--- config.mk ---
export PLATFORM = sky130hd
export DESIGN_NAME = mips_multicycle_ctrl
export DESIGN_NICKNAME = d
export VERILOG_FILES = /design/src/rtl/mips_multicycle_ctrl.sv
export SDC_FILE = /design/constraint.sdc
export NUM_CORES = 1
export LEC_CHECK = 0
export ABC_AREA = 1
export CAP_MARGIN = 10
export CORE_MARGIN = 5
export CORE_UTILIZATION = 45
export CTS_CLUSTER_DIAMETER = 100
export DETAILED_ROUTE_END_ITERATION = 12
export GPL_ROUTABILITY_DRIVEN = 0
export MAX_ROUTING_LAYER = met4
export PLACE_DENSITY_LB_ADDON = 0.15
export SLEW_MARGIN = 20
export SYNTH_ARGS = -nofsm -noshare
export SYNTH_HDL_FRONTEND = slang
export SYNTH_SLANG_ARGS = --single-unit
--- constraint.sdc ---
create_clock -name clk -period 1.8 [get_ports clk]
set_clock_uncertainty 0.15 [all_clocks]
set_input_delay 0.36 -clock clk [delete_from_list [all_inputs] [get_ports clk]]
set_output_delay 0.36 -clock clk [all_outputs]
set_load 0.03 [all_outputs]
--- src/rtl/mips_multicycle_ctrl.sv ---
// Multi-cycle MIPS control FSM: sequences fetch/decode/execute/mem/writeback
// over a shared ALU and unified memory port; counts retired instructions.
module mips_multicycle_ctrl #(
    parameter int CNT_W = 32
) (
    input  logic             clk,
    input  logic             rst_n,
    input  logic [5:0]       opcode,
    input  logic             mem_ready,
    output logic             PCWrite,
    output logic             PCWriteCond,
    output logic             IorD,
    output logic             MemRead,
    output logic             MemWrite,
    output logic             IRWrite,
    output logic             MemToReg,
    output logic             RegDst,
    output logic             RegWrite,
    output logic             ALUSrcA,
    output logic [1:0]       ALUSrcB,
    output logic [1:0]       ALUOp,
    output logic [1:0]       PCSource,
    output logic [3:0]       state,
    output logic             instr_done,
    output logic             illegal_op,
    output logic [CNT_W-1:0] retired
);

    typedef enum logic [3:0] {
        S_RST    = 4'd0,
        S_FETCH  = 4'd1,
        S_DECODE = 4'd2,
        S_MEMADR = 4'd3,
        S_MEMRD  = 4'd4,
        S_MEMWB  = 4'd5,
        S_MEMWR  = 4'd6,
        S_EXEC   = 4'd7,
        S_ALUWB  = 4'd8,
        S_BRANCH = 4'd9,
        S_ADDIEX = 4'd10,
        S_ADDIWB = 4'd11,
        S_JUMP   = 4'd12
    } state_t;

    localparam logic [5:0] OP_RTYPE = 6'b000000;
    localparam logic [5:0] OP_LW    = 6'b100011;
    localparam logic [5:0] OP_SW    = 6'b101011;
    localparam logic [5:0] OP_BEQ   = 6'b000100;
    localparam logic [5:0] OP_ADDI  = 6'b001000;
    localparam logic [5:0] OP_J     = 6'b000010;

    state_t           r_state;
    logic [CNT_W-1:0] r_retired;

    assign state   = r_state;
    assign retired = r_retired;

    always_ff @(posedge clk or negedge rst_n) begin
        if (!rst_n) begin
            r_state   <= S_RST;
            r_retired <= '0;
        end else begin
            if (instr_done)
                r_retired <= r_retired + CNT_W'(1);
            unique case (r_state)
                S_RST:    r_state <= S_FETCH;
                S_FETCH:  r_state <= mem_ready ? S_DECODE : S_FETCH;
                S_DECODE: begin
                    unique case (opcode)
                        OP_LW, OP_SW: r_state <= S_MEMADR;
                        OP_RTYPE:     r_state <= S_EXEC;
                        OP_BEQ:       r_state <= S_BRANCH;
                        OP_ADDI:      r_state <= S_ADDIEX;
                        OP_J:         r_state <= S_JUMP;
                        default:      r_state <= S_FETCH;
                    endcase
                end
                S_MEMADR: r_state <= (opcode == OP_LW) ? S_MEMRD : S_MEMWR;
                S_MEMRD:  r_state <= mem_ready ? S_MEMWB : S_MEMRD;
                S_MEMWB:  r_state <= S_FETCH;
                S_MEMWR:  r_state <= mem_ready ? S_FETCH : S_MEMWR;
                S_EXEC:   r_state <= S_ALUWB;
                S_ALUWB:  r_state <= S_FETCH;
                S_BRANCH: r_state <= S_FETCH;
                S_ADDIEX: r_state <= S_ADDIWB;
                S_ADDIWB: r_state <= S_FETCH;
                S_JUMP:   r_state <= S_FETCH;
                // Unused encodings fall back into the fetch loop
                default:  r_state <= S_FETCH;
            endcase
        end
    end

    always_comb begin
        PCWrite     = 1'b0;
        PCWriteCond = 1'b0;
        IorD        = 1'b0;
        MemRead     = 1'b0;
        MemWrite    = 1'b0;
        IRWrite     = 1'b0;
        MemToReg    = 1'b0;
        RegDst      = 1'b0;
        RegWrite    = 1'b0;
        ALUSrcA     = 1'b0;
        ALUSrcB     = 2'b00;
        ALUOp       = 2'b00;
        PCSource    = 2'b00;
        instr_done  = 1'b0;
        illegal_op  = 1'b0;
        unique case (r_state)
            S_FETCH: begin
                MemRead = 1'b1;
                ALUSrcB = 2'b01;
                IRWrite = mem_ready;
                PCWrite = mem_ready;
            end
            S_DECODE: begin
                ALUSrcB = 2'b11;
                unique case (opcode)
                    OP_LW, OP_SW, OP_RTYPE,
                    OP_BEQ, OP_ADDI, OP_J: illegal_op = 1'b0;
                    default:               illegal_op = 1'b1;
                endcase
            end
            S_MEMADR, S_ADDIEX: begin
                ALUSrcA = 1'b1;
                ALUSrcB = 2'b10;
            end
            S_MEMRD: begin
                MemRead = 1'b1;
                IorD    = 1'b1;
            end
            S_MEMWB: begin
                RegWrite   = 1'b1;
                MemToReg   = 1'b1;
                instr_done = 1'b1;
            end
            S_MEMWR: begin
                MemWrite   = 1'b1;
                IorD       = 1'b1;
                instr_done = mem_ready;
            end
            S_EXEC: begin
                ALUSrcA = 1'b1;
                ALUOp   = 2'b10;
            end
            S_ALUWB: begin
                RegDst     = 1'b1;
                RegWrite   = 1'b1;
                instr_done = 1'b1;
            end
            S_BRANCH: begin
                ALUSrcA     = 1'b1;
                ALUOp       = 2'b01;
                PCWriteCond = 1'b1;
                PCSource    = 2'b01;
                instr_done  = 1'b1;
            end
            S_ADDIWB: begin
                RegWrite   = 1'b1;
                instr_done = 1'b1;
            end
            S_JUMP: begin
                PCWrite    = 1'b1;
                PCSource   = 2'b10;
                instr_done = 1'b1;
            end
            default: begin
                PCWrite = 1'b0;
            end
        endcase
    end

endmodule

# After elaboration in Yosys (flattened, before gate mapping)

Cells that the tools add are included.

Input bits: 9
Register bits: 36
Output and inout port bits: 54

Reduce and logical (&&, ||, !) cells: 9
$add $sub $neg: 1
Equal/unequal tests: 17
Mux-type cells: 22

Operators by type and width:

| kind                                                            | number |
|---|---|
| 32-bit by 1-bit adder with 32-bit output, second input constant | 1 |
| 4-bit case mux with 7 select lines                              | 1 |
| 4-bit == test, second input constant                            | 5 |
| 4-bit case mux with 5 select lines                              | 1 |
| 4-bit by 3-bit == test with 1-bit output, second input constant | 4 |
| 6-bit == test, second input constant                            | 2 |
| 1-bit two-way mux                                               | 12 |
| 4-bit by 2-bit == test with 1-bit output, second input constant | 2 |
| 2-bit case mux with 2 select lines                              | 2 |
| 2-bit OR reduction                                              | 4 |
| 6-bit by 2-bit == test with 1-bit output, second input constant | 1 |
| 6-bit by 3-bit == test with 1-bit output, second input constant | 1 |
| 6-bit by 4-bit == test with 1-bit output, second input constant | 1 |
| 6-bit zero test                                                 | 1 |
| 2-bit case mux with 3 select lines                              | 1 |
| 6-bit OR reduction                                              | 1 |
| 5-bit OR reduction                                              | 1 |
| 4-bit by 1-bit == test with 1-bit output, second input constant | 1 |
| 2-bit two-way mux                                               | 2 |
| 1-bit case mux with 2 select lines                              | 2 |
| 4-bit OR reduction                                              | 1 |
| 3-bit two-way mux                                               | 1 |
| 3-bit OR reduction                                              | 1 |

# Depth between registers and ports, before layout

Depth in word-level cells: 4
Gate-level depth with buffers: 11

# Least setup slack after synthesis

OpenSTA, ideal clock, no wires.

Path type: reg2out
From: register r_state[3], in the netlist state[3]
To: output port illegal_op
Data arrival time: 1830 ps
Stages on the path, launching flop included: 6
Setup slack: -540 ps
Path buffers: 0
Cells stage by stage: dfrtp_1 > nor2_1 > inv_1 > nor2_1 > inv_1 > nor3_1

Word-level cells in the longest chain between the ends: 2

Ends and longest elaborated chain:

| element                                  | line | RTL |
|---|---|---|
| from (decl)                              | 52   | `state_t r_state;` |
| from (signal assigned)                   | 67   | `S_FETCH: r_state <= mem_ready ? S_DECODE : S_FETCH;` |
| from (signal assigned)                   | 78   | `S_MEMADR: r_state <= (opcode == OP_LW) ? S_MEMRD : S_MEMWR;` |
| from (signal assigned)                   | 79   | `S_MEMRD: r_state <= mem_ready ? S_MEMWB : S_MEMRD;` |
| 4-bit by 2-bit == test with 1-bit output | 110  | `unique case (r_state)` |
| 1-bit two-way mux                        | 110  |  |
| to (decl)                                | 25   | `output logic illegal_op,` |

Every way passes these cells.

# Worst setup path in the final report

From: register r_state[2], in the netlist state[2]
To: output port PCWrite

Word-level cells in the longest chain between the ends: 2
Elaborated cells on any way between the ends: 3

Ends and longest elaborated chain:

| element                                                                          | line | RTL |
|---|---|---|
| 4-bit == test / 4-bit by 1-bit == test with 1-bit output (equally long branches) | 110  |  |
| 1-bit case mux with 2 select lines *                                             | 110  |  |
| to (decl)                                                                        | 10   | `output logic PCWrite,` |

Every way passes the cells marked *; elsewhere a longest branch is shown, timed or not.

==> reports/qor.txt <==
Final TNS setup = -5389 ps
CP arrival = 1540 ps
outcome = complete, but fails checks
Post-layout nets = 561
Tmin final = 2047 ps
DRT iter0 DRCs = 255
Starting Density = 0.4689
WL/cell = 15.57 um
Rows = 27
largest net degree at the start of global routing = 23
most common cell after layout, fill and taps aside = nand2_1
sequential area share after synthesis = 0.3447
RSZ-0062 raised after global routing = true
IO Port Bufs = 62
DRC viols = 0
diodes inserted = 0
# Max-Cap Violations = 0
initial antenna violation count = 0
CORE AREA = 5574 um^2
CP dominant cell by count = buf_6
Clk pin slew, worst setup/hold paths = 70 ps
DP HPWL = 5707 um
Leak = 2.103 nW
total global routing overflow = 0
Yosys cell types = 27
total CTS buffers = 5
Synth top area share = 0.3447
synth top area cells = dfrtp_1 (34%), nand2_1 (28%), nor2_1 (11%)
top cell type by total area after synthesis = dfrtp_1
TritonCTS clock tree = built
commonest non-fill, non-tap cells in the layout = nand2_1 (177), nor2_1 (61), buf_4 (48)
ratio of cells with drive above 1 in the final layout = 0.2862
worst slew pin tran = 480.2 ps
root buf cell = clkbuf_8
Final ANT Viol Nets = 0
Die Height = 86.21 um
Tot GR Track Use = 0.2334
drt total wl = 9714 um
syn nets = 439
startpoint types = register
R2R setup slack = -210 ps
Slew Viols, Final = 0
Syn. warnings = 0
DR vias = 3270
synthesized instance count = 429
Max-slew headroom = 0.6799
I/O Pins = 63
Die ar. = 7432 um^2
Critical Path Max Stage Delay = 460 ps
final cell count without fillers = 624
worst min-delay path category = register to register
final hold violation count = 0
H-tree depth = 2
Num Clock Sinks = 36
final worst-path cycle share = 1.137
vias in the first global route = 2937
CP bufs+invs = 3
clk buf depth = 2
Critical Path Sink Type = primary output
Syn Area/Cell = 6.093 um^2
critical path's slowest cell = dfrtp_2
cell area after synthesis = 2614 um^2
critical path required time = 1290 ps
first-pass GRT wire length = 13570 um
Worst Path Class, Setup = register to primary output
# setup viols final = 50
failing checks = negative setup slack
fmax = 488.6 MHz
worst vdd ir = 1.101 mV
worst skew pair latency = 290 ps
pwr dens = 1095 nW/um^2
Top delay family on crit path = flip-flops
setup ws final = -246.8 ps
Die X = 86.21 um
Cell Chain, Critical Path = nor2_4 > buf_4 > buf_6 > nand2_8 > o21ai_2 > buf_6
flops & latches, synth = 36
Cells after DPL = 589
Area Overhead vs Synth = 59.17%
DR pass1 iterations = 5
Vias per Instance = 5.240
Worst Path Max Fanout = 5
-- worst min-delay path, cell delays in order (launching register included) --
cell	delay (ps)
dfrtp_1	380
nand2_1	60
nand2_1	60
-- where the power goes --
part           switching (mW)  total, mW  internal (mW)
clock                   0.302      0.614          0.313
sequential              0.164       1.07          0.906
combinational            1.62       2.87           1.25
total                    2.09       4.55           2.47
-- final cells by class --
class | count | area (um^2)
multi-input combinational | 340 | 1684
inverter | 45 | 195.2
clock buffer | 8 | 90.09
sequential | 36 | 908.4
tap | 72 | 90.09
timing repair buffer | 123 | 1192
fill | 414 | 1414
-- cell families (layout without fill, tap and decap cells) --
logic type / count (synthesis) / count (layout) / share of synthesized area
AO/OA/AOI/OAI: 19 / 19 / 0.03974
XOR/XNOR: 10 / 10 / 0.03638
adder cells (fa/ha/maj): 1 / 1 / 0.004786
buffers and inverters: 53 / 176 / 0.09430
flip-flops: 36 / 36 / 0.3447
AND/OR/NAND/NOR: 310 / 310 / 0.4801
-- worst paths after layout --
kind	from	to	cells past startpoint
hold / removal	retired[31]	retired[31]	2
setup reg to reg	state[2]	retired[8]	12
min in group asynchronous	rst_n	retired[3]	2
max in group asynchronous	rst_n	retired[1]	3
hold reg to reg	retired[31]	retired[31]	2
setup / recovery	state[2]	PCWrite	6
-- timing repair --
item                                   CTS  global route
resized for setup                      102            44
buffers inserted                        15             7
hold buffers                             1             0
pin swaps                               18             5
endpoints found under the hold margin   18             0
gates cloned                             0             5
setup endpoints to repair               52            50
-- layer usage --
metal  track usage  vias up  routed length (um)
met5             -        -                   0
met2        0.3924      193                4719
met4       0.08215        0                 500
met3       0.03707       51                 635
li1              -     1559                   -
met1        0.2845     1467                3858
-- cell usage after synthesis --
library cell and count:
o21ai_1 10, o21ai_2 1, buf_6 4, inv_1 40, nand2_1 193, dfrtp_1 36, buf_4 4, xnor2_1 2
inv_4 1, nor3_1 4, o211ai_1 1, nor2_4 1, nor2_1 76, o21ai_0 4, nand2_4 1, inv_2 4
o31ai_1 1, nand3_1 21, ha_1 1, nand4_1 2, xor2_1 7, nor2_2 3, nand3_2 1, nand2_2 3
xor2_2 1, nand3b_1 5, a21oi_1 2
-- state kept, by name, indices dropped and copies added (netlist names) --
signal	flops
retired	32
state	4
-- metrics by stage --
stage | hold WS [ps] | instance area (um^2) | power [mW] | util | setup slack [ps]
4_1_cts | 392.4 | 3842 | 3.786 | 0.6893 | -162.6
3_5_place_dp | 184.9 | 3506 | 2.839 | 0.6290 | -292.7
2_1_floorplan | -85.59 | 2660 | 2.255 | - | -35.99
3_3_place_gp | 175.4 | 3506 | 2.823 | 0.6290 | -259.1
5_1_grt | 422.5 | 4160 | 4.728 | 0.7464 | -296.7
6_report | 388.3 | 4160 | 4.554 | 0.7464 | -246.8
Note: power is estimated with default switching activity, not from simulation.
